==> config.mk <==
export PLATFORM = sky130hd
export DESIGN_NAME = pc_sequencer
export DESIGN_NICKNAME = d
export VERILOG_FILES = /design/src/rtl/pc_sequencer_pkg.sv /design/src/rtl/pc_sequencer_redirect_arbiter.sv /design/src/rtl/pc_sequencer.sv
export SDC_FILE = /design/constraint.sdc
export NUM_CORES = 1
export LEC_CHECK = 0
export BUFFER_PORTS_ARGS = -buffer_cell sky130_fd_sc_hd__buf_2
export CORE_UTILIZATION = 61
export DETAILED_ROUTE_END_ITERATION = 12
export PLACE_DENSITY = 0.87
export SYNTH_ARGS = -nofsm -noshare
export SYNTH_HDL_FRONTEND = slang
export SYNTH_HIERARCHICAL = 1
export SYNTH_SLANG_ARGS = --single-unit
export TNS_END_PERCENT = 5
==> constraint.sdc <==
create_clock -name clk -period 6.2 [get_ports clk]
set_clock_uncertainty 0.15 [all_clocks]
set_input_delay 1.24 -clock clk [delete_from_list [all_inputs] [get_ports clk]]
set_output_delay 1.24 -clock clk [all_outputs]
set_load 0.005 [all_outputs]
==> src/rtl/pc_sequencer_pkg.sv <==
// pc_sequencer_pkg: shared state encoding, reset PC default and redirect-source encoding for the fetch sequencer
package pc_sequencer_pkg;
  localparam logic [31:0] DEFAULT_RESET_PC = 32'h0040_0000;
  typedef enum logic [1:0] {IDLE, REQ, HOLD, DRAIN} seq_state_t;
  typedef enum logic [1:0] {SRC_NONE, SRC_BRANCH, SRC_JUMP, SRC_EXC} redirect_src_t;
endpackage

==> src/rtl/pc_sequencer_redirect_arbiter.sv <==
// pc_sequencer_redirect_arbiter: fixed-priority redirect select (exception > jump > taken branch); BRANCH_DELAY_SLOT_EN limits flush to exceptions
module pc_sequencer_redirect_arbiter
  import pc_sequencer_pkg::*;
#(
  parameter int ADDR_W = 32
) (
  input  logic              exc_valid,
  input  logic [ADDR_W-1:0] exc_vector,
  input  logic              jump_valid,
  input  logic [ADDR_W-1:0] jump_target,
  input  logic              branch_valid,
  input  logic              branch_taken,
  input  logic [ADDR_W-1:0] branch_target,
  output logic              rd_valid,
  output logic [ADDR_W-1:0] rd_target,
  output logic              rd_flush
);
  redirect_src_t src;
  // highest-priority active redirect source; a not-taken branch is no redirect
  always_comb src = exc_valid ? SRC_EXC : jump_valid ? SRC_JUMP : (branch_valid && branch_taken) ? SRC_BRANCH : SRC_NONE;
  // target of the chosen source and whether it squashes the in-flight instruction
  always_comb begin
    rd_valid  = src != SRC_NONE;
    rd_target = src == SRC_EXC ? exc_vector : src == SRC_JUMP ? jump_target : branch_target;
`ifdef BRANCH_DELAY_SLOT_EN
    rd_flush  = src == SRC_EXC;
`else
    rd_flush  = rd_valid;
`endif
  end
endmodule

==> src/rtl/pc_sequencer.sv <==
// pc_sequencer: fetch-side PC owner and imem request sequencer with one-entry hold; optional BRANCH_DELAY_SLOT_EN keeps the slot instruction
module pc_sequencer
  import pc_sequencer_pkg::*;
#(
  parameter logic [31:0] RESET_PC = DEFAULT_RESET_PC,
  parameter int          ADDR_W   = 32
) (
  input  logic              clk,
  input  logic              rst_n,
  output logic              imem_req,
  output logic [ADDR_W-1:0] imem_addr,
  input  logic              imem_ack,
  input  logic              stall,
  output logic              inst_valid,
  output logic [ADDR_W-1:0] pc_out,
  output logic [ADDR_W-1:0] pc_plus4,
  input  logic              branch_valid,
  input  logic              branch_taken,
  input  logic [ADDR_W-1:0] branch_target,
  input  logic              jump_valid,
  input  logic [ADDR_W-1:0] jump_target,
  input  logic              exc_valid,
  input  logic [ADDR_W-1:0] exc_vector,
  output logic              flush
);
  localparam logic [ADDR_W-1:0] RST_PC  = ADDR_W'(RESET_PC);
  localparam logic [ADDR_W-1:0] RST_PC4 = RST_PC + ADDR_W'(4);
  seq_state_t        state;
  logic              rd_valid, rd_flush, kill, defer, pend;
  logic [ADDR_W-1:0] rd_target, tgt, pend_t, addr_inc, pc_inc;
  pc_sequencer_redirect_arbiter #(.ADDR_W(ADDR_W)) u_arb (
    .exc_valid(exc_valid), .exc_vector(exc_vector),
    .jump_valid(jump_valid), .jump_target(jump_target),
    .branch_valid(branch_valid), .branch_taken(branch_taken), .branch_target(branch_target),
    .rd_valid(rd_valid), .rd_target(rd_target), .rd_flush(rd_flush)
  );
  // kill squashes the in-flight/held instruction; defer redirects only after the slot instruction
  always_comb begin
    kill     = rd_flush;
    defer    = rd_valid && !rd_flush;
    flush    = rd_flush;
    addr_inc = imem_addr + ADDR_W'(4);
    pc_inc   = pc_out + ADDR_W'(4);
  end
  // fetch FSM: request issue, delivery, hold under stall, draining of squashed responses
  always_ff @(posedge clk or negedge rst_n)
    if (!rst_n) begin
      state      <= IDLE;
      imem_req   <= 1'b0;
      imem_addr  <= RST_PC;
      inst_valid <= 1'b0;
      pc_out     <= RST_PC;
      pc_plus4   <= RST_PC4;
      tgt        <= RST_PC;
      pend       <= 1'b0;
      pend_t     <= RST_PC;
    end else begin
      case (state)
        IDLE: begin
          state     <= REQ;
          imem_req  <= 1'b1;
          imem_addr <= rd_valid ? rd_target : RST_PC;
        end
        REQ:
          if (kill) begin
            state      <= imem_ack ? REQ : DRAIN;
            imem_addr  <= imem_ack ? rd_target : imem_addr;
            tgt        <= rd_target;
            inst_valid <= 1'b0;
            pend       <= 1'b0;
          end else if (imem_ack) begin
            inst_valid <= 1'b1;
            pc_out     <= imem_addr;
            pc_plus4   <= addr_inc;
            if (stall) begin
              state    <= HOLD;
              imem_req <= 1'b0;
              pend     <= pend || defer;
              pend_t   <= defer ? rd_target : pend_t;
            end else begin
              imem_addr <= defer ? rd_target : pend ? pend_t : addr_inc;
              pend      <= 1'b0;
            end
          end else begin
            inst_valid <= 1'b0;
            pend       <= pend || defer;
            pend_t     <= defer ? rd_target : pend_t;
          end
        HOLD:
          if (kill || !stall) begin
            state      <= REQ;
            imem_req   <= 1'b1;
            inst_valid <= 1'b0;
            pend       <= 1'b0;
            imem_addr  <= rd_valid ? rd_target : pend ? pend_t : pc_inc;
          end else begin
            pend   <= pend || defer;
            pend_t <= defer ? rd_target : pend_t;
          end
        DRAIN: begin
          tgt <= rd_valid ? rd_target : tgt;
          if (imem_ack) begin
            state     <= REQ;
            imem_addr <= rd_valid ? rd_target : tgt;
          end
        end
      endcase
    end
endmodule

==> results of run 1 <==
[Yosys cell counts, drive strengths merged (5+ instances only)]
library cell / instances / area (µm²)
o21ai: 129 / 646
a22oi: 8 / 60.1
nand2: 178 / 668
xor2: 21 / 184
xnor2: 31 / 272
o211ai: 12 / 90.1
inv: 23 / 86.3
a21oi: 65 / 325
a31oi: 23 / 144
nor2b: 6 / 37.5
or3: 7 / 48.8
clkbuf: 62 / 233
dfstp: 6 / 158
dfrtp: 157 / 3930
a221oi: 20 / 175
mux2: 91 / 1020
buf: 24 / 181
nor4: 12 / 103
and3: 7 / 43.8
or2: 6 / 37.5
nand3: 44 / 225
nand4: 20 / 146
a221o: 7 / 70.1
mux2i: 36 / 360
nor3: 14 / 75.1
nor2: 61 / 231
a311oi: 5 / 43.8
a211o: 8 / 70.1
nand2b: 9 / 56.3
ha: 6 / 75.1
o22ai: 7 / 43.8
[area by class of cell]
| type | count | area share, % |
|---|---|---|
| repair buffers | 221 | 9.79 |
| clock inverters | 10 | 1.32 |
| flip-flops and latches | 163 | 34.5 |
| inverters | 24 | 0.760 |
| multi-input cells | 873 | 47.5 |
| well taps | 216 | 2.28 |
| clock buffers | 22 | 3.92 |
[placed cells by master, fill, tap and decap left out, types with 7 or more instances in the layout]
cell type  instances
buf_2            201
nand2_1          177
dfrtp_1          157
o21ai_0           98
mux2_2            91
a21oi_1           65
nor2_1            60
nand3_1           43
mux2i_1           36
xnor2_1           31
o21ai_1           30
inv_1             23
a31oi_1           23
xor2_1            21
a221oi_1          20
buf_4             19
nand4_1           18
clkbuf_16         17
nor3_1            12
o211ai_1          12
nand2b_1           9
nor4_1             9
a22oi_1            8
and3_1             7
a211o_1            7
a221o_1            7
[registers in the layout, indices dropped and copies added, names as in the netlist]
register,count
imem_addr,32
pc_out,32
pend_t,32
tgt,32
pc_plus4,30
state,2
imem_req,1
inst_valid,1
pend,1
[worst paths after layout]
path / start / to / slack [ns]
min: pc_plus4[26]$_DFFE_PN0P_ / pc_plus4[26]$_DFFE_PN0P_ / 0.32
max in group asynchronous: rst_n / imem_addr[25]$_DFFE_PN0P_ / 4.09
max: exc_valid / tgt[4]$_DFFE_PN0P_ / 1.62
min reg2reg: pc_plus4[26]$_DFFE_PN0P_ / pc_plus4[26]$_DFFE_PN0P_ / 0.32
min in group asynchronous: rst_n / tgt[0]$_DFFE_PN0P_ / 0.62
max reg2reg: state[1]$_DFFE_PN0P_ / pc_out[17]$_DFFE_PN0P_ / 3.05
[worst min-delay path: cells and delay by family (launching register included)]
family          cells  cell delay, ns
simple gates        1            0.04
compound gates      1            0.06
flops               1            0.34
[kinds of logic (layout without fill, tap and decap cells)]
family                   count (synthesis)  in the layout  synth area share, %
AND/OR/NAND/NOR                        374            374                 17.3
AO/OA/AOI/OAI                          314            314                 18.8
flip-flops                             163            163                 40.1
multiplexers                           127            127                 13.6
buffers and inverters                  110            277                 4.95
XOR/XNOR                                52             52                 4.47
adder cells (fa/ha/maj)                  6              6                0.737
[stage by stage]
stage / util, % / cell area, µm²
floorplan: - / 10200
global placement: 69.7 / 11200
detailed placement: 69.7 / 11200
CTS: 73.5 / 11900
global route: 73.5 / 11900
finish: 73.5 / 11900
[report_power, final]
group          switching (µW)  leakage [µW]  internal, µW
clock                     435      0.000304           694
combinational            1310       0.00299          1020
sequential                597       0.00198          1590
[metal layers]
layer  GRT usage (%)  routed length, µm
met3            9.45               3990
met4            10.7                732
met2            54.6              13500
met5               0                  0
met1            53.5              12900
==> reports/results.ini, run 1 <==
[power_and_ir_drop]
leakage_uw=0.00528
totalPowerFinal_uw=5650
p_per_area_nw_per_um2=477
ir_worst_vdd_v=0.000279

[routing]
antenna_left=0
viasPerCell=6.53
routedWlPerCell_um=20.3
drtIter0Drc=1275
via_count=9981
wirelength_mm=31.1
drc=0
drt_pass1_iterations=6

[cts]
tritoncts=built
cts_resized=0
h-tree-depth=4
cts_root_buf=clkbuf_16
cts_setup_buffers=0
clockBufferDepth=2
clock_latency_ns=0.44
cts_buffers=17
clock-sinks=163
cts_hold_buf=0
clkTransAtPathRegs_ns=0.06

[setup_path]
reg2reg_depth=7
critPathMaxFanout=65
cp_top_family=buffers and inverters
worst-path-buf-inv=2
worst_ep_required_time_ns=6.37
cpPeakStageDelay_ns=0.92
cp_cell_sequence=buf_2, a211o_2, nor2b_2, nor3_2, buf_4, mux2_2
path_depth=6
setup.worst_path.end_class=register
crit_arrival_ns=4.74
slowest_stage=a211o_2
start_kind=input port
crit_type=in2reg

[sta]
timing.hold.ws_ns=0.322
drv_slew=0
fin_crit_sh_pct=73.8
maxSlewHeadroom_pct=30.7
setup_viol=0
setup_tns_ns=0
rsz0062_at_grt=false
layout_min_cycle_time_ns=4.58
fin_ws_ns=1.62
worstMarginPinSlew_ns=1.04
hold_violations=0
fmax_mhz=219

[global_routing]
grt_pass1_wl_mm=50.1
grt_max_degree=66
grt_overflow=0
grt_pass1_vias=9006
grt.total_usage_pct=37.0
antenna_found_initial=0

[layout]
fin_cells=1529
layout.nets=1410
ff_latch_area_um2=4090
syn_to_final_growth_pct=16.3
antenna_cells=0
n_fill_cell=1170
layout-drive-gt1-share_pct=28.1
multiInputGateArea_um2=5620

[floorplan]
fp.dieW_um=131
initial_core_util_pct=63.2
core-area_um2=16100
io_pins=203
die_y_um=131
die_area_um2=17200
std_cell_rows=46

[placement]
io_buffer_count=202
place_inst=1497
place.gp.congestion=0.962
place_worst_setup_slack_ns=1.26
dp_hpwl_mm=21.6

[synthesis]
async_flop_share_pct=100
yosysSeqAreaShare_pct=40.1
synth-warning-count=6
synth.avg_cell_area_um2=8.89
synth_edf_count=0
ys_ff_latch=163
synthCells=1146
yosysUniqueCellTypes=68
synth_area_um2=10200
ys.flop_type=dfrtp_1
syn_nets=1256

[run_status]
status=completed

[min_path]
min_path_cells=2
hold_class=reg2reg

[flow_run]
max_cap_violations=0

Power figures use the tool's default switching activity.
==> inputs of run 2 (changes only) <==
--- a/config.mk
+++ b/config.mk
@@ -6,9 +6,9 @@
 export NUM_CORES = 1
 export LEC_CHECK = 0
 export BUFFER_PORTS_ARGS = -buffer_cell sky130_fd_sc_hd__buf_2
-export CORE_UTILIZATION = 61
+export CORE_UTILIZATION = 51
 export DETAILED_ROUTE_END_ITERATION = 12
-export PLACE_DENSITY = 0.87
+export PLACE_DENSITY = 0.78
 export SYNTH_ARGS = -nofsm -noshare
 export SYNTH_HDL_FRONTEND = slang
 export SYNTH_HIERARCHICAL = 1
==> constraint.sdc (replaced) <==
create_clock -name clk -period 4.1 [get_ports clk]
set_clock_uncertainty 0.15 [all_clocks]
set_input_delay 0.82 -clock clk [delete_from_list [all_inputs] [get_ports clk]]
set_output_delay 0.82 -clock clk [all_outputs]
set_load 0.005 [all_outputs]
==> reports/results.ini, run 2 (synthesis gave the netlist of run 1 again) <==
[run_status]
status=completed

[setup_path]
slowest_stage=a2111oi_0
critPathMaxFanout=17  ; -74%
crit_arrival_ns=3.29  ; -1.45 ns
worst_ep_required_time_ns=4.32  ; -2.05 ns
start_kind=input port
reg2reg_from=state[0]$_DFFE_PN0P_
rrSetupSlack_ns=1.12  ; -1.93 ns
setup.worst_path.end_class=register
cpPeakStageDelay_ns=0.70  ; -0.22 ns
reg2reg_depth=7  ; unchanged
cp_cell_sequence=buf_2, a211o_2, or2_2, nor2_1, a21oi_1, a2111oi_0, o21ai_0, nand4_1
regToRegEndpoint=imem_addr[28]$_DFFE_PN0P_
crit_type=in2reg

[floorplan]
initial_core_util_pct=52.2  ; -11 points
io_pins=203  ; unchanged
std_cell_rows=51  ; +11%
die_area_um2=20500  ; +19%
core-area_um2=19500  ; +21%
fp.dieW_um=143  ; +9.2%
die_y_um=143  ; +9.2%

[routing]
wirelength_mm=31.5  ; +1.4%
via_count=9793  ; -1.9%
antenna_left=0  ; unchanged
viasPerCell=6.16  ; -5.6%
routedWlPerCell_um=19.8  ; -2.4%
drtIter0Drc=1260  ; -1.2%
drc=0  ; unchanged
drt_pass1_iterations=6  ; unchanged

[cts]
clkTransAtPathRegs_ns=0.07  ; about the same
clock-sinks=163  ; unchanged
cts_setup_buffers=0  ; unchanged
tritoncts=built
cts_buffers=17  ; unchanged
clockBufferDepth=2  ; unchanged
cts_root_buf=clkbuf_16
h-tree-depth=4  ; unchanged
cts_hold_buf=0  ; unchanged
cts_resized=0  ; unchanged
clock_latency_ns=0.44  ; about the same

[layout]
syn_to_final_growth_pct=17.9
antenna_cells=0  ; unchanged
layout_commonest_cell=buf_2
layout.nets=1421  ; +0.78%
layout_common_cells=201 x buf_2, 177 x nand2_1, 157 x dfrtp_1
ff_latch_area_um2=4090  ; unchanged
multiInputGateArea_um2=5630  ; about the same
layout-drive-gt1-share_pct=28.9  ; +0.75 points
n_fill_cell=1704  ; +46%

[placement]
io_buffer_count=202  ; unchanged
dp_hpwl_mm=22.9  ; +5.7%
place.gp.congestion=0.963  ; about the same

[sta]
worstMarginPinSlew_ns=1.15  ; +0.109 ns
fin_crit_sh_pct=74.8
maxSlewHeadroom_pct=23.3  ; -7.4 points
hold_violations=0  ; unchanged
setup_viol=0  ; unchanged
rsz0062_at_grt=false
layout_min_cycle_time_ns=3.07
fmax_mhz=326
setup_tns_ns=0  ; unchanged
drv_slew=0  ; unchanged

[global_routing]
grt.total_usage_pct=31.7  ; -5.3 points
grt_pass1_wl_mm=49.2  ; -1.8%
grt_overflow=0  ; unchanged
grt_pass1_vias=8755  ; -2.8%
antenna_found_initial=0  ; unchanged
grt_max_degree=91  ; +38%

[min_path]
hold_class=in2async

[power_and_ir_drop]
ir_worst_vdd_v=0.000336  ; +21%
totalPowerFinal_uw=8530  ; +51%
p_per_area_nw_per_um2=710  ; +49%
leakage_uw=0.00533  ; +1.0%

[flow_run]
max_cap_violations=0  ; unchanged

[run 2: cell count changes in the layout (fill, tap and decap cells not counted), sizes merged]
cell,delta
clkbuf,-5
buf,+11
bufinv,-1
clkinvlp,+3
inv,+3
[run 2: cell type report]
type	count	area share [%]
Tap cell	265	2.76
Sequential cell	163	34.0
Clock inverter	15	1.51
Multi-Input combinational cell	873	46.9
Inverter	24	0.750
Clock buffer	17	3.54
Timing Repair Buffer	232	10.6
[run 2: worst max-delay path: cells and delay by family]
| kind | cells | cell delay [ns] |
|---|---|---|
| AOI/OAI and AO/OA | 4 | 1.38 |
| buffers and inverters | 1 | 0.26 |
| and+or+nand+nor | 3 | 0.81 |
[run 2: worst max-delay path by stage]
stage | from | end | cells after the start
after global placement | jump_valid | imem_addr[28]$_DFFE_PN0P_ | 8
after floorplan | jump_valid | imem_addr[28]$_DFFE_PN0P_ | 12
after CTS | jump_valid | imem_addr[28]$_DFFE_PN0P_ | 8
final | jump_valid | imem_addr[28]$_DFFE_PN0P_ | 8
after global routing | exc_valid | imem_addr[28]$_DFFE_PN0P_ | 8
after detailed placement | jump_valid | imem_addr[28]$_DFFE_PN0P_ | 8
[run 2: layer usage]
metal / GRT usage [%] / up-vias / wire length [µm]
met1: 47.0 / 4602 / 14100
met5: 0 / - / 0
met2: 45.8 / 639 / 13400
met4: 9.52 / 0 / 696
met3: 7.26 / 62 / 3280
li1: - / 4490 / -
[run 2: per-stage QoR]
stage / setup WS, ns / instances / hold slack [ns] / utilization [%] / cell area, µm²
2_1_floorplan: 0.845 / 1146 / 0.316 / - / 10200
3_3_place_gp: 0.655 / 1557 / 0.306 / 58.4 / 11400
3_5_place_dp: 0.632 / 1557 / 0.316 / 58.4 / 11400
4_1_cts: 1.07 / 1589 / 0.290 / 61.5 / 12000
5_1_grt: 0.838 / 1589 / 0.308 / 61.5 / 12000
6_report: 1.03 / 1589 / 0.256 / 61.5 / 12000
[run 2: power by group]
group | switching (µW) | internal [µW] | total (µW)
sequential | 896 | 2410 | 3310
combinational | 1960 | 1590 | 3550
clock | 708 | 964 | 1670
total | 3560 | 4970 | 8530
